==> src/rtl/bcd_digit_converter.sv <==
// Sequential binary-to-BCD converter (shift-and-add-3) feeding the per-digit 7-segment decoders.
// Latency: done pulses BIN_W edges after the edge that accepts start (one shift per cycle).
// Backpressure: start is ignored while busy (no queueing); a start during the done cycle chains directly.
//
// Ports:
//   clk       in   system clock, rising edge
//   rst_n     in   asynchronous active-low reset, clears every output and the FSM
//   start     in   conversion request, accepted when busy is low
//   bin_in    in   BIN_W-bit unsigned value, captured on the accepting edge
//   busy      out  high while shifting
//   done      out  one-cycle pulse when digits/blank/overflow have just been updated
//   digits    out  4*DIGITS BCD result, digit k at [4k+3:4k], k=0 least significant
//   blank     out  DIGITS leading-zero flags (digit 0 never flagged)
//   overflow  out  value did not fit in DIGITS decimal digits; digits then read all 9s
module bcd_digit_converter #(
  parameter int BIN_W    = 8,
  parameter int DIGITS   = 3,
  parameter bit BLANK_LZ = 1'b1
) (
  input  logic                  clk,
  input  logic                  rst_n,
  input  logic                  start,
  input  logic [BIN_W-1:0]      bin_in,
  output logic                  busy,
  output logic                  done,
  output logic [4*DIGITS-1:0]   digits,
  output logic [DIGITS-1:0]     blank,
  output logic                  overflow
);

  localparam int BCD_W = 4 * DIGITS;
  localparam int CNT_W = $clog2(BIN_W + 1);

  typedef enum logic [1:0] {
    S_IDLE  = 2'd0,
    S_SHIFT = 2'd1,
    S_DONE  = 2'd2
  } state_t;

  state_t             state_q, state_d;

  // Working registers of the conversion.
  logic [BCD_W-1:0]   bcd_q, bcd_d;
  logic [BIN_W-1:0]   sr_q, sr_d;
  logic [CNT_W-1:0]   cnt_q, cnt_d;
  logic               ovf_acc_q, ovf_acc_d;

  // Held display outputs; only touched on completion.
  logic [BCD_W-1:0]   digits_q, digits_d;
  logic [DIGITS-1:0]  blank_q, blank_d;
  logic               overflow_q, overflow_d;

  logic               accept;
  logic               last_shift;
  logic [BCD_W-1:0]   adj_bcd;
  logic [BCD_W+BIN_W:0] step_w;
  logic               step_out;
  logic [BCD_W-1:0]   step_bcd;
  logic [BIN_W-1:0]   step_sr;
  logic               ovf_final;
  logic [DIGITS-1:0]  lz_flags;

  // A new request is taken in IDLE and also in DONE, which gives back-to-back conversions.
  assign accept     = start && (state_q != S_SHIFT);
  assign last_shift = (cnt_q == CNT_W'(BIN_W - 1));

  // --------------------------------------------------------------------------
  // FSM: state register
  // --------------------------------------------------------------------------
  always_ff @(posedge clk or negedge rst_n) begin
    if (!rst_n) begin
      state_q <= S_IDLE;
    end else begin
      state_q <= state_d;
    end
  end

  // --------------------------------------------------------------------------
  // FSM: next state
  // --------------------------------------------------------------------------
  always_comb begin
    state_d = state_q;
    case (state_q)
      S_IDLE:  if (start) state_d = S_SHIFT;
      S_SHIFT: if (last_shift) state_d = S_DONE;
      S_DONE:  state_d = start ? S_SHIFT : S_IDLE;
      default: state_d = S_IDLE;
    endcase
  end

  // --------------------------------------------------------------------------
  // FSM: outputs (decoded purely from state, no path from inputs)
  // --------------------------------------------------------------------------
  always_comb begin
    busy = 1'b0;
    done = 1'b0;
    case (state_q)
      S_SHIFT: busy = 1'b1;
      S_DONE:  done = 1'b1;
      default: begin
        busy = 1'b0;
        done = 1'b0;
      end
    endcase
  end

  // --------------------------------------------------------------------------
  // One double-dabble step: add 3 to every digit >= 5, then shift {bcd, sr}
  // left by one. The bit leaving the top digit is the overflow indicator.
  // --------------------------------------------------------------------------
  always_comb begin
    adj_bcd = bcd_q;
    for (int k = 0; k < DIGITS; k++) begin
      if (bcd_q[4*k +: 4] >= 4'd5) begin
        adj_bcd[4*k +: 4] = bcd_q[4*k +: 4] + 4'd3;
      end
    end
  end

  // Extra zero at the bottom keeps this valid for BIN_W = 1.
  assign step_w    = {adj_bcd, sr_q, 1'b0};
  assign step_out  = step_w[BCD_W+BIN_W];
  assign step_bcd  = step_w[BCD_W+BIN_W-1:BIN_W];
  assign step_sr   = step_w[BIN_W-1:0];
  assign ovf_final = ovf_acc_q | step_out;

  // Leading-zero flags of the final result: scan from the top digit down,
  // staying set while every digit seen so far is zero. Digit 0 is excluded.
  always_comb begin
    logic run_zero;
    lz_flags = '0;
    run_zero = 1'b1;
    if (BLANK_LZ) begin
      for (int k = DIGITS - 1; k > 0; k--) begin
        run_zero    = run_zero & (step_bcd[4*k +: 4] == 4'd0);
        lz_flags[k] = run_zero;
      end
    end
  end

  // --------------------------------------------------------------------------
  // Datapath next state
  // --------------------------------------------------------------------------
  always_comb begin
    bcd_d      = bcd_q;
    sr_d       = sr_q;
    cnt_d      = cnt_q;
    ovf_acc_d  = ovf_acc_q;
    digits_d   = digits_q;
    blank_d    = blank_q;
    overflow_d = overflow_q;

    if (accept) begin
      bcd_d     = '0;
      sr_d      = bin_in;
      cnt_d     = '0;
      ovf_acc_d = 1'b0;
    end else if (state_q == S_SHIFT) begin
      bcd_d     = step_bcd;
      sr_d      = step_sr;
      cnt_d     = cnt_q + CNT_W'(1);
      ovf_acc_d = ovf_final;
      if (last_shift) begin
        if (ovf_final) begin
          // Saturate so the display never shows a truncated value.
          digits_d   = {DIGITS{4'h9}};
          blank_d    = '0;
          overflow_d = 1'b1;
        end else begin
          digits_d   = step_bcd;
          blank_d    = lz_flags;
          overflow_d = 1'b0;
        end
      end
    end
  end

  always_ff @(posedge clk or negedge rst_n) begin
    if (!rst_n) begin
      bcd_q      <= '0;
      sr_q       <= '0;
      cnt_q      <= '0;
      ovf_acc_q  <= 1'b0;
      digits_q   <= '0;
      blank_q    <= '0;
      overflow_q <= 1'b0;
    end else begin
      bcd_q      <= bcd_d;
      sr_q       <= sr_d;
      cnt_q      <= cnt_d;
      ovf_acc_q  <= ovf_acc_d;
      digits_q   <= digits_d;
      blank_q    <= blank_d;
      overflow_q <= overflow_d;
    end
  end

  assign digits   = digits_q;
  assign blank    = blank_q;
  assign overflow = overflow_q;

endmodule

==> config.mk <==
export PLATFORM = sky130hd
export DESIGN_NAME = bcd_digit_converter
export DESIGN_NICKNAME = d
export VERILOG_FILES = /design/src/rtl/bcd_digit_converter.sv
export SDC_FILE = /design/constraint.sdc
export NUM_CORES = 1
export LEC_CHECK = 0
export BUFFER_PORTS_ARGS = -buffer_cell sky130_fd_sc_hd__buf_2
export CAP_MARGIN = 20
export CORE_UTILIZATION = 59
export DETAILED_ROUTE_END_ITERATION = 8
export GPL_TIMING_DRIVEN = 0
export PLACE_DENSITY_LB_ADDON = 0.08
export SYNTH_ARGS = -nofsm -noshare
export SYNTH_HDL_FRONTEND = slang
export SYNTH_SLANG_ARGS = --single-unit
==> constraint.sdc <==
create_clock -name clk -period 5.06 [get_ports clk]
set_input_delay 1.012 -clock clk [delete_from_list [all_inputs] [get_ports clk]]
set_output_delay 1.012 -clock clk [all_outputs]
set_load 0.02 [all_outputs]
== After elaboration in Yosys (flattened, before gate mapping) ==
Index checks and enable logic that the tools add are counted.

* Logic and storage cells: 51
* Output and inout bits: 18
* Input port bits: 11
* Register bits after elaboration: 43

* $lt $le $gt $ge: 3
* Mux-type cells: 20
* Eq/ne operators: 6
* Bitwise operators: 3
* Reduce and logical (&&, ||, !) cells: 7
* Add/subtract/negate cells: 4

{| class="wikitable"
|+ Operator list
! cell !! count
|-
| two-way mux 12 bit || 3
|-
| two-way mux 4 bit || 5
|-
| two-way mux 8 bit || 2
|-
| adder 4 x 2 -> 4 bit (second input constant) || 3
|-
| greater-or-equal comparator 4 x 3 -> 1 bit (second input constant) || 3
|-
| zero test 4 bit || 2
|-
| two-way mux 1 bit || 6
|-
| one-hot mux 2 bit (3 select lines) || 1
|-
| adder 4 x 1 -> 4 bit (second input constant) || 1
|-
| == test 4 x 3 -> 1 bit (second input constant) || 1
|-
| two-way mux 2 bit || 2
|-
| != test 2 bit (second input constant) || 2
|-
| two-way mux 3 bit || 1
|-
| AND reduction 3 bit || 1
|-
| == test 2 x 1 -> 1 bit (second input constant) || 1
|-
| == test 2 bit (second input constant) || 1
|-
| zero test 2 bit || 1
|-
| != test 2 x 1 -> 1 bit (second input constant) || 1
|-
| AND reduction 2 bit || 1
|-
| nonzero test 2 bit || 1
|-
| AND 1 bit || 1
|-
| logical AND 1 bit || 1
|-
| inverter 1 bit || 1
|-
| bitwise OR 1 bit || 1
|}

== Logic depth before layout (Yosys ltp) ==
* Depth in word-level cells: 5
* Gate-level depth with buffers: 7
* Depth with buffers taken out: 7

== Worst setup path before layout ==
OpenSTA, ideal clock, no wires.

* Path kind: flip-flop to output port
* Start point: register state_q[1]
* End point: output busy
* Data required time: 4.048 ns
* Setup slack: 3.018 ns
* Arrival: 1.030 ns
* Cell stages (with the launch flop): 4
* Cell sequence: dfrtp_1 > nand2b_4 > clkinv_1 > clkbuf_1

* Cells in the longest elaborated chain, start to end: 2

{| class="wikitable"
|+ Ends and longest elaborated chain
! item !! RTL line !! text
|-
| start, declared || 40 || <nowiki>state_t state_q, state_d;</nowiki>
|-
| start signal, assigned || 74 || <nowiki>state_q <= state_d;</nowiki>
|-
| == test 2 x 1 -> 1 bit || 97 || <nowiki>case (state_q)</nowiki>
|-
| two-way mux 1 bit || 97 ||
|-
| end, declared || 24 || <nowiki>output logic busy,</nowiki>
|}

Every way passes these cells.

== Worst setup path in the final report ==
Ends and elaborated chain as after synthesis.

==> results.json <==
{
  "status": "finished, final reports clean",
  "p_sw_share_pct": 42.0,
  "netlist.area_leader.share_pct": 52.6,
  "final-hold-violation-count": 0,
  "worst_pin_slew_ps": 936,
  "via_per_inst": 5.64,
  "cp_slowest_cell": "clkbuf_1",
  "ant_nets": 0,
  "endpoint_kind": "output pin",
  "ys_ff_latch": 42,
  "gp_congestion": 0.778,
  "firstDrtPassIters": 4,
  "leakagePower_nw": 1.05,
  "slew_violations": 0,
  "fin_tns_setup_ps": 0,
  "drive_above_1_share_pct": 17.9,
  "synthArstFlopShare_pct": 100,
  "cts-root-buf": "clkbuf_4",
  "power_density_nw_per_um2": 599,
  "die_w_um": 60.2,
  "critPathMaxStageDelay_ps": 410,
  "grt_pass1_vias": 1561,
  "timing.fmax_mhz": 360,
  "n_fill_cell": 267,
  "ys_types": 36,
  "pwr-share-comb_pct": 42.9,
  "drcViolationCount": 0,
  "synthFlopType": "dfrtp_1",
  "worst_setup_path_start_kind": "register",
  "yosysMostFrequentCell": "dfrtp_1",
  "r2r_cells": 7,
  "die_h_um": 60.2,
  "power.total_mw": 1.36,
  "cp.required_ps": 4050,
  "drv_cap": 0,
  "synth_top_area_cell": "dfrtp_1",
  "die_area_um2": 3630,
  "numCtsBuffers": 5,
  "initial_utilization_pct": 63.9,
  "internal_power_uw": 786,
  "clock_sinks": 42,
  "grt_overflow": 0,
  "power.net_switching_uw": 570,
  "worst_skew_pair.late_latency_ps": 360,
  "postCtsResizedCells": 0,
  "setup_violations": 0,
  "dp_hpwl_um": 2930,
  "crit_type": "register to output pin",
  "cts_hold_buf": 0,
  "yosys_warnings": 0,
  "area_growth_pct": 13.3,
  "syn_area_um2": 2000,
  "grt_pass1_wl_um": 6910,
  "io_buffers": 27,
  "crit_arrival_ps": 1770,
  "vias": 1573,
  "wirelength_um": 4090,
  "seq_area_frac_synth_pct": 52.6,
  "p_clk_share_pct": 15.6,
  "grt_antenna_before_repair": 0,
  "cts_buffer_depth": 2,
  "cp_max_fo": 10,
  "post-route-min-period_ps": 2780,
  "core_region_area_um2": 3130,
  "synthTopCellsByArea": "dfrtp_1 (53%), o21ai_0 (7.3%), mux2i_1 (4.5%)",
  "synth_top_cells_by_count": "dfrtp_1 (42), o21ai_0 (29), nand2_1 (24), a21oi_1 (12), nor2_1 (11)",
  "syn_avg_cell_area_um2": 10.0,
  "row_count": 20,
  "max_slew_margin_pct": 37.6,
  "synthesis.nets": 218,
  "wire_per_inst_um": 14.7,
  "diodes": 0,
  "seqPwrFrac_pct": 41.5,
  "cts.clk_slew.worst_paths_ps": 130,
  "finalNetCount": 252,
  "vdd_drop_max_mv": 0.330,
  "postCtsSetupRepairBufs": 0,
  "io_pins": 29,
  "timing.final.crit_share_pct": 54.9,
  "hold_class": "register to register",
  "rsz0062_at_grt": "no",
  "cts_tree": "built",
  "final_util_pct": 72.4,
  "skew_ps": 17.9,
  "hold_path_depth": 2,
  "syn_inst": 200,
  "grtUsageTotal_pct": 26.5,
  "synth-edff-count": 0,
  "cp_cell_sequence": "nand2b_4 > clkinv_1 > clkbuf_1 > buf_2",
  "initialDrtViolationCount": 80,
  "cts_max_level": 2,
  "grt_max_degree": 43
}
## power groups by stage
stage                     sequential, mW  combinational [mW]  clock [mW]
after floorplan                    0.598               0.378           0
after global placement             0.559               0.550           0
after detailed placement           0.568               0.582           0
after CTS                          0.562               0.585       0.215
after global routing               0.579               0.657       0.226
final                              0.563               0.581       0.212
## through the flow
stage	setup WS (ps)	hold WS [ps]	instance area, um2	instances
after floorplan	3020	449	2000	200
after global placement	2690	456	2190	271
after detailed placement	2680	472	2190	271
after CTS	2270	492	2260	279
after global routing	2160	529	2260	279
final	2280	481	2260	279
## registers in the layout (all words and copies together) (netlist names)
| register | cells |
|---|---|
| blank | 2 |
| overflow | 1 |
| cnt_q | 4 |
| digits | 12 |
| bcd_q | 12 |
| ovf_acc_q | 1 |
| sr_q | 8 |
| state_q | 2 |
## cell families (layout without fill, tap and decap cells)
logic type      after synthesis  in the layout  share of synthesized area (%)
fa+ha+maj                     7              7                           4.38
buf+inv                      18             53                           3.57
xor+xnor                      4              4                           1.75
flops                        42             42                           52.6
mux                          11             11                           5.63
simple gates                 62             62                           15.3
compound gates               55             55                           16.6
other cells                   1              1                          0.188
## worst max-delay path, delay by kind of cell, from the launching register on
kind          cells  cell delay [ps]
buf+inv           3              840
flops             1              400
simple gates      1              170
## path summary, 6_finish.rpt
| check | from | end | slack, ps |
|---|---|---|---|
| setup / recovery | state_q[1] | busy | 2280 |
| hold / removal | sr_q[2] | sr_q[3] | 480 |
| setup reg to reg | bcd_q[8] | blank[1] | 2890 |
| hold reg to reg | sr_q[2] | sr_q[3] | 480 |
| max in group asynchronous | rst_n | bcd_q[0] | 3680 |
| min in group asynchronous | rst_n | state_q[0] | 780 |
## metal layers
metal  vias up  GRT usage, %  routed length, um
met5         -             0                  0
met4         0          15.6                 83
met3        10          4.98                130
met2        33          42.1               2040
met1       769          33.5               1830
li1        761             -                  -
## placed cells by master (no fill, tap or decap), types with 2 or more instances in the layout
cell / instances
and3_1: 2
nand3_1: 10
a21oi_1: 12
ha_1: 7
inv_1: 8
nor2_1: 11
o31ai_1: 3
buf_2: 27
dfrtp_1: 42
mux2i_1: 9
clkbuf_1: 7
clkbuf_4: 5
nand2_1: 24
nand2b_1: 3
nor3b_1: 5
nor3_1: 3
o21ai_1: 3
mux2_2: 2
o21ai_0: 29
clkinv_1: 2
xnor2_1: 3
## cell type report
cell class | count | area, um2 | share of cell area [%]
Buffer | 7 | 30.0 | 1.33
Clock inverter | 1 | 30.0 | 1.33
Timing Repair Buffer | 27 | 135 | 5.97
Clock buffer | 7 | 45.0 | 1.99
Multi-Input combinational cell | 140 | 877 | 38.7
Sequential cell | 42 | 1050 | 46.4
Tap cell | 44 | 55.1 | 2.43
Inverter | 11 | 41.3 | 1.82
Note: power is estimated with default switching activity, not from simulation.
